==> src/rtl/updown_pkg.sv <==
// Shared encodings and bound helper for the up/down auto-repeat counter.
package updown_pkg;

  typedef enum logic [1:0] {
    IDLE     = 2'd0,
    HOLD_DLY = 2'd1,
    HOLD_RPT = 2'd2
  } state_t;

  typedef enum logic [1:0] {
    NONE = 2'd0,
    UP   = 2'd1,
    DOWN = 2'd2
  } dir_t;

  function automatic logic [31:0] clamp_u32(input logic [31:0] v,
                                            input logic [31:0] lo,
                                            input logic [31:0] hi);
    if (v < lo) return lo;
    if (v > hi) return hi;
    return v;
  endfunction

endpackage

==> src/rtl/updown_repeat_timer.sv <==
// Loadable down-counter that times the hold delay and repeat period.
module repeat_timer #(
  parameter int TMR_W = 25
) (
  input  logic             CLK,
  input  logic             Rst,
  input  logic             load,
  input  logic [TMR_W-1:0] load_val,
  input  logic             dec,
  output logic             zero
);

  logic [TMR_W-1:0] tmr;

  always_ff @(posedge CLK) begin
    if (Rst) begin
      tmr <= '0;
    end else if (load) begin
      tmr <= load_val;
    end else if (dec && (tmr != '0)) begin
      tmr <= tmr - TMR_W'(1);
    end
  end

  assign zero = (tmr == '0);

endmodule

==> src/rtl/updown_repeat_counter.sv <==
// Bounded up/down counter with hold-to-repeat stepping, load, bound flags and event pulses.
module updown_repeat_counter
  import updown_pkg::*;
#(
  parameter int WIDTH         = 8,
  parameter int MIN_VAL       = 0,
  parameter int MAX_VAL       = 255,
  parameter int RST_VAL       = 128,
  parameter int STEP          = 1,
  parameter int WRAP          = 0,
  parameter int REPEAT_DELAY  = 25000000,
  parameter int REPEAT_PERIOD = 5000000,
  parameter int TMR_W         = 25
) (
  input  logic             CLK,
  input  logic             Rst,
  input  logic             Sm,
  input  logic             Rs,
  input  logic             Ld,
  input  logic [WIDTH-1:0] Din,
  output logic [WIDTH-1:0] count,
  output logic             at_min,
  output logic             at_max,
  output logic             step_pulse,
  output logic             limit_pulse
);

  localparam logic [WIDTH-1:0] MIN_W  = WIDTH'(MIN_VAL);
  localparam logic [WIDTH-1:0] MAX_W  = WIDTH'(MAX_VAL);
  localparam logic [WIDTH-1:0] RST_W  = WIDTH'(RST_VAL);
  localparam logic [WIDTH:0]   MIN_E  = (WIDTH+1)'(MIN_VAL);
  localparam logic [WIDTH:0]   MAX_E  = (WIDTH+1)'(MAX_VAL);
  localparam logic [WIDTH:0]   STEP_E = (WIDTH+1)'(STEP);
  localparam logic [TMR_W-1:0] DLY_LD = TMR_W'((REPEAT_DELAY > 0) ? REPEAT_DELAY - 1 : 0);
  localparam logic [TMR_W-1:0] PER_LD = TMR_W'((REPEAT_PERIOD > 0) ? REPEAT_PERIOD - 1 : 0);

  // Returns {limit_hit, next_value}; the extra bit keeps count+STEP from overflowing.
  function automatic logic [WIDTH:0] step_val(input logic [WIDTH-1:0] cur, input dir_t d);
    logic [WIDTH:0] ext;
    logic [WIDTH:0] res;
    logic           lim;
    ext = {1'b0, cur};
    lim = 1'b0;
    if (d == DOWN) begin
      if (ext < MIN_E + STEP_E) begin
        lim = 1'b1;
        res = (WRAP != 0) ? MAX_E : MIN_E;
      end else begin
        res = ext - STEP_E;
      end
    end else begin
      if (ext + STEP_E > MAX_E) begin
        lim = 1'b1;
        res = (WRAP != 0) ? MIN_E : MAX_E;
      end else begin
        res = ext + STEP_E;
      end
    end
    return {lim, res[WIDTH-1:0]};
  endfunction

  state_t           state, state_n;
  dir_t             dir, dir_n, req;
  logic             step_ev;
  logic             tmr_load, tmr_dec, tmr_zero;
  logic [TMR_W-1:0] tmr_val;
  logic [WIDTH:0]   stp;
  logic [WIDTH-1:0] count_n;
  logic             step_n, limit_n;

  assign req = Rs ? DOWN : (Sm ? UP : NONE);

  repeat_timer #(.TMR_W(TMR_W)) u_tmr (
    .CLK      (CLK),
    .Rst      (Rst),
    .load     (tmr_load),
    .load_val (tmr_val),
    .dec      (tmr_dec),
    .zero     (tmr_zero)
  );

  always_comb begin
    state_n  = state;
    dir_n    = dir;
    step_ev  = 1'b0;
    tmr_load = 1'b0;
    tmr_val  = DLY_LD;
    tmr_dec  = 1'b0;
    case (state)
      IDLE: begin
        if (req != NONE) begin
          step_ev  = 1'b1;
          dir_n    = req;
          tmr_load = 1'b1;
          state_n  = HOLD_DLY;
        end
      end
      default: begin
        if (req == NONE) begin
          state_n = IDLE;
          dir_n   = NONE;
        end else if (req != dir) begin
          step_ev  = 1'b1;
          dir_n    = req;
          tmr_load = 1'b1;
          state_n  = HOLD_DLY;
        end else if (REPEAT_DELAY == 0) begin
          // Repeat disabled: park here with the timer frozen until release.
          state_n = HOLD_DLY;
        end else if (!tmr_zero) begin
          tmr_dec = 1'b1;
        end else begin
          step_ev  = 1'b1;
          tmr_load = 1'b1;
          tmr_val  = PER_LD;
          state_n  = HOLD_RPT;
        end
      end
    endcase
  end

  // Load overrides any due step; the FSM keeps running so a held button is not re-stepped.
  always_comb begin
    stp     = step_val(count, req);
    count_n = count;
    step_n  = 1'b0;
    limit_n = 1'b0;
    if (Ld) begin
      count_n = WIDTH'(clamp_u32(32'(Din), 32'(MIN_VAL), 32'(MAX_VAL)));
    end else if (step_ev) begin
      count_n = stp[WIDTH-1:0];
      step_n  = 1'b1;
      limit_n = stp[WIDTH];
    end
  end

  always_ff @(posedge CLK) begin
    if (Rst) begin
      state       <= IDLE;
      dir         <= NONE;
      count       <= RST_W;
      at_min      <= (RST_W == MIN_W);
      at_max      <= (RST_W == MAX_W);
      step_pulse  <= 1'b0;
      limit_pulse <= 1'b0;
    end else begin
      state       <= state_n;
      dir         <= dir_n;
      count       <= count_n;
      at_min      <= (count_n == MIN_W);
      at_max      <= (count_n == MAX_W);
      step_pulse  <= step_n;
      limit_pulse <= limit_n;
    end
  end

endmodule

==> config.mk <==
export PLATFORM = sky130hd
export DESIGN_NAME = updown_repeat_counter
export DESIGN_NICKNAME = d
export VERILOG_FILES = /design/src/rtl/updown_pkg.sv /design/src/rtl/updown_repeat_timer.sv /design/src/rtl/updown_repeat_counter.sv
export SDC_FILE = /design/constraint.sdc
export NUM_CORES = 1
export LEC_CHECK = 0
export CORE_UTILIZATION = 51
export CTS_BUF_LIST = sky130_fd_sc_hd__clkbuf_16
export DETAILED_ROUTE_END_ITERATION = 12
export GPL_ROUTABILITY_DRIVEN = 0
export PLACE_DENSITY = 0.75
export SLEW_MARGIN = 15
export SYNTH_ARGS = -nofsm -noshare
export SYNTH_HDL_FRONTEND = slang
export SYNTH_SLANG_ARGS = --single-unit
==> constraint.sdc <==
create_clock -name CLK -period 2.85 [get_ports CLK]
set_clock_uncertainty 0.05 [all_clocks]
set_input_delay 0.57 -clock CLK [delete_from_list [all_inputs] [get_ports CLK]]
set_output_delay 0.57 -clock CLK [all_outputs]
set_load 0.05 [all_outputs]
Yosys cells after proc, flatten, opt, wreduce, memory -nomap -nowiden. Cells that the tools add are included. W data, S select, Z words.

Output and inout port bits: 12. Input bits: 13. Bits in registers: 41.

Reduce and logical (&&, ||, !) cells: 14. Add/subtract/negate cells: 3. Bitwise operators: 1. Eq/ne operators: 4. Multiplexer cells: 35. Order comparisons: 2.

Operators by type and width (count): $mux W25 (6); $mux W8 (5); $logic_not A25 Y1 (1); $reduce_bool A25 Y1 (1); $sub A25 B1 Y25 const B (1); $mux W2 (10); $mux W1 (14); $add A8 B1 Y9 const B (1); $gt A9 B8 Y1 const B (1); $eq A8 B8 Y1 const B (1); $logic_not A8 Y1 (1); $lt A8 B1 Y1 const B (1); $sub A8 B1 Y8 const B (1); $logic_not A2 Y1 (2); $reduce_and A2 Y1 (2); $reduce_bool A2 Y1 (2); $reduce_bool A4 Y1 (1); $reduce_bool A3 Y1 (1); $reduce_or A3 Y1 (1); $eq A2 B2 Y1 const B (1); $ne A2 B2 Y1 (1); $ne A2 B2 Y1 const B (1); $reduce_or A2 Y1 (1); $logic_and A1 B1 Y1 (1); $not A1 Y1 (1).

Depth between registers and ports, before layout.
Depth in word-level cells: 9. Mapped depth: 10. Gate-level depth less buffers: 9.

By module. A second synthesis with hierarchy kept.

Cells, all modules: 367. Area total of the unflattened synthesis: 2806.4 um2.

Modules (own cells, without submodules): repeat_timer (cells an instance 191, area an instance 1525.2 um2, instances 1, sequential area each 500.5 um2); updown_repeat_counter (cells an instance 176, area an instance 1281.2 um2, instances 1, sequential area each 320.3 um2).

Worst setup path after synthesis. OpenSTA, ideal clock, no wires.

Path kind: reg2reg. Start point: register count[0]. End point: register at_min. Buffers on the path: 0. Period minus slack after synthesis: 3145 ps. Data arrival time: 3023 ps. Cell stages (with the launch flop): 10. Path slack: -295 ps. Cell sequence: dfxtp_1 > inv_1 > ha_1 > or4b_2 > o21ai_0 > a311o_1 > a311oi_4 > a221oi_1 > or4_1 > nor3_2.

Word-level cells in the longest chain between the ends: 7. Elaborated cells between the ends (all ways): 10. Classes of those cells: add/sub (2); order compare (2); mux (5); reduce/logical (1).

RTL lines: start, declared (line updown_repeat_counter.sv:21) `output logic [WIDTH-1:0] count,`; start signal, assigned (line updown_repeat_counter.sv:149) `count <= count_n;`; $add A8 B1 Y9 (line updown_repeat_counter.sv:56) `res = ext + STEP_E;`; $gt A9 B8 Y1 (line updown_repeat_counter.sv:52) `if (ext + STEP_E > MAX_E) begin`; $mux W8 (line updown_repeat_counter.sv:52); $mux W8 (line updown_repeat_counter.sv:44) `if (d == DOWN) begin`; $mux W8 * (line updown_repeat_counter.sv:130) `end else if (step_ev) begin`; $mux W8 * (line updown_repeat_counter.sv:128) `if (Ld) begin`; $logic_not A8 Y1 * (line updown_repeat_counter.sv:150) `at_min <= (count_n == MIN_W);`; end signal, assigned (line updown_repeat_counter.sv:142) `at_min <= (RST_W == MIN_W);`; end signal, assigned (line updown_repeat_counter.sv:150); end, declared (line updown_repeat_counter.sv:22) `output logic at_min,`.

Every way passes the cells marked *; elsewhere a longest branch is shown, timed or not. A chain may end at the register's enable or synchronous reset.

Worst setup path after layout.
Start point: register count[1]. End point: register at_max.

Word-level cells in the longest chain between the ends: 7. Elaborated cells between the ends (all ways): 10. Classes of those cells: add/sub (2); order compare (2); eq/ne (1); mux (5).

RTL lines: $add A8 B1 Y9 (line updown_repeat_counter.sv:56); $gt A9 B8 Y1 (line updown_repeat_counter.sv:52); $mux W8 (line updown_repeat_counter.sv:52); $mux W8 (line updown_repeat_counter.sv:44); $mux W8 * (line updown_repeat_counter.sv:130); $mux W8 * (line updown_repeat_counter.sv:128); $eq A8 B8 Y1 * (line updown_repeat_counter.sv:151) `at_max <= (count_n == MAX_W);`; end signal, assigned (line updown_repeat_counter.sv:143) `at_max <= (RST_W == MAX_W);`; end signal, assigned (line updown_repeat_counter.sv:151); end, declared (line updown_repeat_counter.sv:23) `output logic at_max,`.

Marks and branches as above.

==> out/summary.md <==
The sort of element at the end of the critical path is a flop. Compared with the post-synthesis result, the final layout area differs by 34.1%. The setup slack after placement is -0.420 ns. The clock latency on the worst-skew pair is 0.28 ns.

The start point of the worst hold path was state[0]. Once detail routing completed, the nets flagged for antenna violations numbered 0. Measured in cells, the most critical reg-to-reg path has a length of 9.

The class of the worst hold path is reg2reg. The floorplan step defined a die boundary enclosing 5190 µm². In this run the vertical extent of the chip is 72.1 µm. Entering global routing, the biggest net connects 40 pins. Input and output buffers added on the ports amount to 24. Global routing finished with a remaining overflow of 0. The final-report hold violation count is 0, and the fraction of layout instances using a drive strength above 1 is 21.1%. The run gives 0 as the final setup violation count. The worst setup path is launched from a flop. The final clock period utilization by the worst path came out at 96.8%.

TritonCTS built the clock tree. For this block, the routed nets add up to 7130 µm of wire. The number of enable flip-flop cells after synthesis came out at 0. The leakage power summed over all cells is 1.23 nW, and the initial antenna violation count is 0. Pin placement for this block handled 25 I/O pins.

Synthesis produced a netlist with a net count of 334. The tools report the terminus of the critical flop-to-flop path as at_max. Summed over its instances, the top area cell type makes up 32.8% of the synthesized netlist area. The cell area that synthesis handed to floorplanning was 2500 µm². Number of fill cells: 352. Sorting the synthesized cells by area gives the leading types as dfxtp_1, xnor2_1, nand2_1.

The first global-routing pass estimated 11700 µm of wire. The highest attainable clock frequency is 0.363 GHz, and the measured slew at the worst slew-check pin is 0.505 ns. The H-tree level count is 2. After synthesis, the mean cell area works out to 7.92 µm². dfxtp_1 takes more of the synthesized area than any other cell.

Data on the critical path is required at its endpoint by 2.99 ns. The tools report the number of global-route vias before repair as 2452. Setup repair after global routing left no endpoint under its margin. The sequential cells in the finished layout cover a total of 828 µm².

The clock slew at the register clock pins of the worst setup and hold paths was 0.06 ns. The run gives 2.90 ns as the data arrival time at the worst-slack endpoint. For the final non-filler cell area, the log shows 3360 µm².

The flop-to-flop setup slack is 0.09 ns. In the layout the commonest cells are dfxtp_1, buf_4, nand2_1, nor2_1, clkdlybuf4s50_1. The number of rows in the core area was 25; the fraction of the yosys area taken by sequential cells was 32.8%.

The area of placed instances is 2980 µm², and the power density relative to cell area is 514 nW/µm². The start-to-end type of the worst setup path was reg2reg. Along the worst path, the maximum fanout reaches 5. In the final routed layout, each cell accounts on average for 16.6 µm. Along the worst hold path, the cell count comes to 2. The number of antenna diodes is 0.

The clock drives 41 sinks. The library cell used most frequently in the layout, excluding fill and tap cells, is dfxtp_1. The routed layout has 2636 vias. After detailed routing, the number of vias per cell comes to 6.16.

The core region is 4720 µm². Across the run, the number of max-cap violations was 0. In this run the critical register-to-register path is launched from count[1]. The final-stage net count is 378. The final max-slew violation count was 0; the normalized max-slew margin was 66.2%. Setup slack closes at 0.0924 ns. The synthesized instance count is 316, and the total half-perimeter wirelength after legalization and detailed placement is 4790 µm. Counting flops with an async set or reset pin after synthesis yields a share of 0%. The clock root buffer is clkbuf_16. The run finished with clean final reports. The multi-input combinational cells in the finished layout cover a total of 1730 µm². Primary flip-flop cell chosen by synthesis mapping: dfxtp_1. The run gives 5 as the number of buffers created by CTS. The register bit count reported by yosys was 41.

In the routed design, unresolved DRC markers number 0. The worst-case IR drop observed on VDD is 365 µV. The setup TNS is 0 ns, and the number of buffers between clock root and the deepest sink is 2.

Measured on the finished design, the core utilization comes to 71.1%. The tools report the worst hold path endpoint as state[0]. Once the floorplan was initialized, standard cells occupied 53.0% of the core. After synthesis, the netlist uses 59 different library cells. The detailed router finished its first iteration with 311 violations.

The number of warnings reported in the yosys synthesis log was 0; the die extent in x was 72.1 µm. The smallest clock period supported by the final layout is computed as 2.76 ns. The pre-antenna-repair detailed-routing pass consisted of 4 iterations. The global routing usage summed across all routing layers came out at 28.8%.
## registers in the layout, indices dropped and copies added (netlist names)
signal,count
at_max,1
at_min,1
count,8
dir,2
limit_pulse,1
state,2
step_pulse,1
u_tmr.tmr,25
## logic make-up after synthesis
family / synth area share [%]
adder cells (fa/ha/maj): 2.50
buffers and inverters: 5.95
AND/OR/NAND/NOR: 28.9
AO/OA/AOI/OAI: 21.5
multiplexers: 1.30
XOR/XNOR: 7.00
flip-flops: 32.8
## cell usage after synthesis (all sizes together) (2+ instances only)
cell / instances
dfxtp: 41
nand2: 27
nor2: 24
nor3: 21
a21oi: 19
inv: 17
xnor2: 15
nor4: 14
clkbuf: 13
o21ai: 11
nor2b: 10
a31oi: 9
nand3: 9
buf: 7
a221oi: 6
a22oi: 6
or3: 6
or4: 6
ha: 5
xor2: 5
o41ai: 3
a211o: 2
a211oi: 2
a21o: 2
a2bb2oi: 2
a311oi: 2
and2: 2
and3: 2
mux2: 2
nor3b: 2
o311ai: 2
o31ai: 2
or4bb: 2
## repair_timing
action / in CTS / in global routing
buffers inserted: 2 / 0
resized for setup: 16 / 19
hold buffers: 0 / 0
pin swaps: 8 / 8
setup endpoints to repair: 2 / 2
## worst max-delay path: stages (launching register included)
cell and delay (ns):
dfxtp_4 0.38, inv_1 0.08, ha_4 0.27, or4b_2 0.59
o21ai_2 0.10, a311o_1 0.28, a311oi_4 0.19, a221oi_2 0.38
nand4b_1 0.15, nor4_1 0.19
## final cells by class
cell class | count | area share, %
multi-input cells | 237 | 51.4
flip-flops and latches | 41 | 24.7
repair buffers | 57 | 14.6
clock buffers | 6 | 4.47
well taps | 67 | 2.50
inverters | 18 | 2.01
clock inverters | 2 | 0.335
## power breakdown
part | internal [W] | switching [W] | leakage (nW)
Combinational | 0.000204 | 0.000259 | 0.815
Sequential | 0.000610 | 0.0000470 | 0.341
Clock | 0.000375 | 0.000232 | 0.0757
Total | 0.00119 | 0.000538 | 1.23
## worst max-delay path by stage
| stage | startpoint | endpoint | slack [ns] | depth (start not counted) |
|---|---|---|---|---|
| final | count[1] | at_max | 0.09 | 9 |
| after global routing | u_tmr.tmr[3] | at_min | 0.02 | 7 |
| after CTS | count[0] | at_min | 0.005 | 9 |
| after detailed placement | Sm | at_max | -0.42 | 9 |
| after global placement | Sm | at_min | -0.27 | 8 |
| after floorplan | count[1] | at_min | 0.06 | 9 |
## metal layers
layer	track usage, %	up-vias	share of wire (%)
met4	8.71	0	1.6
met5	0	-	0
met2	46.9	101	48
met3	4.44	14	5.8
met1	39.4	1277	45
li1	-	1244	-
## stage by stage
| step | total power [W] | instances | hold slack (ns) |
|---|---|---|---|
| 3_3_place_gp | 0.00106 | 418 | 0.409 |
| 4_1_cts | 0.00169 | 428 | 0.422 |
| 2_1_floorplan | 0.000925 | 316 | 0.394 |
| 3_5_place_dp | 0.00107 | 418 | 0.415 |
| 6_report | 0.00173 | 428 | 0.421 |
| 5_1_grt | 0.00180 | 428 | 0.458 |
Note: power is estimated with default switching activity, not from simulation.
